**config.mk**
```make
export PLATFORM = sky130hd
export DESIGN_NAME = mem_access_unit
export DESIGN_NICKNAME = d
export VERILOG_FILES = /design/src/rtl/mem_access_unit.sv
export SDC_FILE = /design/constraint.sdc
export NUM_CORES = 1
export LEC_CHECK = 0
export ABC_AREA = 1
export BUFFER_PORTS_ARGS = -buffer_cell sky130_fd_sc_hd__buf_4
export CORE_ASPECT_RATIO = 1.1
export CORE_MARGIN = 1.5
export CORE_UTILIZATION = 35
export CTS_CLUSTER_DIAMETER = 50
export DETAILED_ROUTE_END_ITERATION = 6
export PLACE_DENSITY = 0.62
export SYNTH_ARGS = -nofsm -noshare
export SYNTH_HDL_FRONTEND = slang
export SYNTH_SLANG_ARGS = --single-unit
```
**constraint.sdc**
```tcl
create_clock -name clk -period 1.86 [get_ports clk]
set_input_delay 0.372 -clock clk [delete_from_list [all_inputs] [get_ports clk]]
set_output_delay 0.372 -clock clk [all_outputs]
set_load 0.05 [all_outputs]
```
**src/rtl/mem_access_unit.sv**
```systemverilog
// Memory-stage load/store unit: one req/gnt/rvalid data-memory transaction at a time,
// with lane steering, byte enables and load extension. Optional macro: MEM_ALIGN_EXC_EN.
module mem_access_unit #(
  parameter bit BIG_ENDIAN = 1'b0
) (
  input  logic        clk,
  input  logic        reset,
  input  logic        req_valid,
  output logic        req_ready,
  input  logic        op_load,
  input  logic [1:0]  op_size,
  input  logic        op_unsigned,
  input  logic [31:0] addr,
  input  logic [31:0] wdata,
  input  logic [4:0]  rd,
  output logic        resp_valid,
  output logic [31:0] resp_data,
  output logic [4:0]  resp_rd,
  output logic        mem_req,
  output logic        mem_we,
  output logic [31:0] mem_addr,
  output logic [3:0]  mem_be,
  output logic [31:0] mem_wdata,
  input  logic        mem_gnt,
  input  logic        mem_rvalid,
  input  logic [31:0] mem_rdata,
  output logic        exc,
  output logic [31:0] badvaddr
);

  typedef enum logic [1:0] {IDLE, REQ, WAIT, RESP} state_t;

  state_t      state_q, state_d;
  logic        load_q, load_d;
  logic [1:0]  size_q, size_d;
  logic        uns_q, uns_d;
  logic [31:0] addr_q, addr_d;
  logic [31:0] wdata_q, wdata_d;
  logic [4:0]  rd_q, rd_d;
  logic [31:0] rdata_q, rdata_d;

  logic [1:0]  byte_lane;
  logic        half_lane;
  logic [3:0]  be_calc;
  logic [31:0] wdata_rep;
  logic [7:0]  byte_sel;
  logic [15:0] half_sel;
  logic [31:0] load_ext;

  // Big-endian mirrors the lane index: byte k sits at lane 3-k.
  assign byte_lane = BIG_ENDIAN ? ~addr_q[1:0] : addr_q[1:0];
  assign half_lane = addr_q[1] ^ BIG_ENDIAN;

  always_comb begin
    be_calc   = 4'b1111;
    wdata_rep = wdata_q;
    case (size_q)
      2'b00: begin
        be_calc   = 4'b0001 << byte_lane;
        wdata_rep = {4{wdata_q[7:0]}};
      end
      2'b01: begin
        be_calc   = half_lane ? 4'b1100 : 4'b0011;
        wdata_rep = {2{wdata_q[15:0]}};
      end
      default: begin
        be_calc   = 4'b1111;
        wdata_rep = wdata_q;
      end
    endcase
  end

  assign byte_sel = mem_rdata[{byte_lane, 3'b000} +: 8];
  assign half_sel = half_lane ? mem_rdata[31:16] : mem_rdata[15:0];

  always_comb begin
    case (size_q)
      2'b00:   load_ext = {{24{~uns_q & byte_sel[7]}}, byte_sel};
      2'b01:   load_ext = {{16{~uns_q & half_sel[15]}}, half_sel};
      default: load_ext = mem_rdata;
    endcase
  end

`ifdef MEM_ALIGN_EXC_EN
  logic exc_q, exc_d;
  logic misalign_in;
  // Reserved size 11 is a word, so it shares the word alignment rule.
  assign misalign_in = ((op_size == 2'b01) && addr[0]) ||
                       (op_size[1] && (addr[1:0] != 2'b00));
`endif

  always_ff @(posedge clk) begin
    if (reset) begin
      state_q <= IDLE;
      load_q  <= 1'b0;
      size_q  <= 2'b00;
      uns_q   <= 1'b0;
      addr_q  <= 32'd0;
      wdata_q <= 32'd0;
      rd_q    <= 5'd0;
      rdata_q <= 32'd0;
`ifdef MEM_ALIGN_EXC_EN
      exc_q   <= 1'b0;
`endif
    end else begin
      state_q <= state_d;
      load_q  <= load_d;
      size_q  <= size_d;
      uns_q   <= uns_d;
      addr_q  <= addr_d;
      wdata_q <= wdata_d;
      rd_q    <= rd_d;
      rdata_q <= rdata_d;
`ifdef MEM_ALIGN_EXC_EN
      exc_q   <= exc_d;
`endif
    end
  end

  always_comb begin
    state_d    = state_q;
    load_d     = load_q;
    size_d     = size_q;
    uns_d      = uns_q;
    addr_d     = addr_q;
    wdata_d    = wdata_q;
    rd_d       = rd_q;
    rdata_d    = rdata_q;
`ifdef MEM_ALIGN_EXC_EN
    exc_d      = exc_q;
`endif
    req_ready  = 1'b0;
    resp_valid = 1'b0;
    resp_data  = 32'd0;
    resp_rd    = 5'd0;
    mem_req    = 1'b0;
    mem_we     = 1'b0;
    mem_addr   = 32'd0;
    mem_be     = 4'b0000;
    mem_wdata  = 32'd0;
    exc        = 1'b0;
    badvaddr   = 32'd0;

    case (state_q)
      IDLE: begin
        req_ready = 1'b1;
        if (req_valid) begin
          load_d  = op_load;
          size_d  = op_size;
          uns_d   = op_unsigned;
          addr_d  = addr;
          wdata_d = wdata;
          rd_d    = rd;
          rdata_d = 32'd0;
          state_d = REQ;
`ifdef MEM_ALIGN_EXC_EN
          exc_d = misalign_in;
          if (misalign_in) state_d = RESP;
`endif
        end
      end
      REQ: begin
        mem_req   = 1'b1;
        mem_we    = ~load_q;
        mem_addr  = {addr_q[31:2], 2'b00};
        mem_be    = be_calc;
        mem_wdata = load_q ? 32'd0 : wdata_rep;
        if (mem_gnt) state_d = load_q ? WAIT : RESP;
      end
      WAIT: begin
        if (mem_rvalid) begin
          rdata_d = load_ext;
          state_d = RESP;
        end
      end
      RESP: begin
        resp_valid = 1'b1;
        resp_data  = rdata_q;
        resp_rd    = load_q ? rd_q : 5'd0;
`ifdef MEM_ALIGN_EXC_EN
        if (exc_q) begin
          exc       = 1'b1;
          badvaddr  = addr_q;
          resp_data = 32'd0;
          resp_rd   = 5'd0;
        end
`endif
        state_d = IDLE;
      end
      default: state_d = IDLE;
    endcase
  end

endmodule

```
==> metrics <==
Leak between 4 and 5 nW; Die W roughly 120 um; clock sinks 107; max_cap viols 0; crit path DAT between 1.5 and 2 ns; core area between 0.015 and 0.02 mm^2; synthesized instance count between 800 and 900; element type at the critical path end output port; first-pass GRT wire length 30.9 mm; worst min-delay path category in -> reg; largest net degree at the start of global routing 62; Worst Path Class, Setup reg -> out; most common cell after layout, fill and taps aside nand2_1; Critical Path RT 1.49 ns; main area contributors after synthesis dfxtp_1 (39%), nand2_1 (20%), a21oi_1 (9.9%); area delta synth->final 77.3%; I/O Buffers 216; post-layout instance area 0.00982 mm^2; commonest non-fill, non-tap cells in the layout nand2_1 (225), buf_4 (139), a21oi_1 (101), dfxtp_1 (101), buf_6 (62); dpl cell area 0.00788 mm^2; fmax 470 MHz; root buf cell clkbuf_16; placed cell count between 1000 and 1500; met3 WL 1.59 mm; Mapped Area 0.00554 mm^2; TritonRoute pass-1 iters 6; Mean Syn Cell Area 6.39 um^2; clock latency on the worst-skew pair 0.36 ns; DR iter-0 viols 359; num rows 48; nets@finish ~1200; Die Ht between 100 and 150 um; RSZ-0062 raised after global routing true; synthesis-stage register bit count 107; wl on met1 8.04 mm; R2R Path Start state_q[0]; gp weighted congestion slightly below 0.9; Starting Density 35.6%; # hold bufs at CTS 0; IO Pins between 200 and 300; Max VDD drop 0.000773 V; final hold slack ~0.26 ns; Yosys top cell by area dfxtp_1; CP max FO 5; Routed Antenna Nets 0; final setup margin -0.269 ns; status finished, violations left; Setup-failing EPs final about 100; die area around 0.017 mm^2; vias in the first global route 6053; period utilization 114%; final clock skew around 0.010 ns; # DRC 0; yosys warns 0; Place WS -0.130 ns; DR vias 6369; final hold violations 0; final core utilization 63.1%; sequential share of the synthesized area between 30% and 40%; Total GRT Usage 23.9%; htree depth 3; total gr overflow 0; Inserted Clock Buffers 9; crit path launch state_q[1]; min-delay src wdata[16]; Routed Wire Length about 20 mm; Synth top area share about two fifths; Post-DP HPWL 13.2 mm; clock transition at the registers of the reported paths 0.08 ns; power per standard cell area 1230 mW/mm^2; WL met2 between 9 and 10 mm; Top Layer Used met4; Period minus WS final 2.13 ns; Clock Path Buffers 2; ratio of cells with drive above 1 in the final layout between 40% and 50%; Non-Filler Instances 1305; failing checks negative setup slack; initial antenna violation count 0; drt wl/cell 15.3 um; library cells used by synthesis 25; max-slew violation count 0; CTS tree done; Setup crit start kind flip-flop; Vias per Instance 4.88; ant diodes 0
==> cells in the mapped netlist (all sizes together) <==
master,n
nor3,4
o21ai,16
or2,1
clkbuf,38
conb,1
nand2,291
nand3,24
a211oi,20
ha,5
o22ai,1
a21oi,109
o221ai,7
dfxtp,107
inv,102
nor2,90
nand4,4
buf,47
==> critical path, stage by stage (launching register included) <==
cell and delay [ns]:
dfxtp_2 0.34, inv_4 0.05, ha_4 0.14, inv_4 0.03, or2_4 0.29, bufbuf_16 0.29, nor2_2 0.09, buf_6 0.17
==> routing by layer <==
metal | vias to the layer above | track usage (%)
li1 | 3102 | -
met1 | 2967 | 29.2
met2 | 257 | 39.9
met3 | 43 | 5.70
met4 | 0 | 9.88
met5 | - | 0
==> per-stage QoR <==
| step | setup TNS, ns | total power, mW |
|---|---|---|
| floorplan | -5.48 | 6.81 |
| global placement | -0.778 | 8.27 |
| global route | -19.57 | 12.7 |
| finish | -13.32 | 12.1 |
| CTS | -17.21 | 12.0 |
| detailed placement | -1.15 | 8.29 |
==> kinds of logic after synthesis <==
group | count (synthesis) | synth area share (%)
flip-flops | 107 | 38.7
adder cells (fa/ha/maj) | 5 | 1.13
buffers and inverters | 187 | 15.4
AO/OA/AOI/OAI | 153 | 15.2
AND/OR/NAND/NOR | 414 | 29.5
other | 1 | 0.0677
==> worst paths after layout <==
path,end,slack [ns],cells after the start
worst min register to register,wdata_q[20],0.47,2
worst min-delay path,wdata_q[16],0.26,3
worst max register to register,wdata_q[30],0.19,9
worst max-delay path,mem_wdata[6],-0.27,7
==> where the power goes <==
part           leakage (nW)  internal, mW  switching (mW)
combinational          3.71          2.51            4.09
clock                 0.166          1.35           0.902
sequential            0.877          2.78           0.434
==> layout make-up <==
| class | instances | area (um^2) |
|---|---|---|
| Fill cell | 1386 | 5740 |
| Multi-Input combinational cell | 607 | 3570 |
| Inverter | 102 | 522 |
| Tap cell | 200 | 250 |
| Clock buffer | 11 | 243 |
| Sequential cell | 107 | 2150 |
| Timing Repair inverter | 2 | 12.5 |
| Clock inverter | 4 | 98.8 |
| Timing Repair Buffer | 272 | 2970 |
==> state kept, by name, summed over array words and instances (netlist names) <==
| signal | cells |
|---|---|
| addr_q | 32 |
| load_q | 1 |
| rd_q | 5 |
| rdata_q | 32 |
| size_q | 2 |
| state_q | 2 |
| uns_q | 1 |
| wdata_q | 32 |
==> repair_timing <==
action | in CTS | in global routing
cloned | 11 | 0
setup buffers | 21 | 2
gates resized for setup | 279 | 65
pin swaps | 13 | 9
setup endpoints to repair | 105 | 138
No activity file was read; power rests on OpenSTA's default activity.
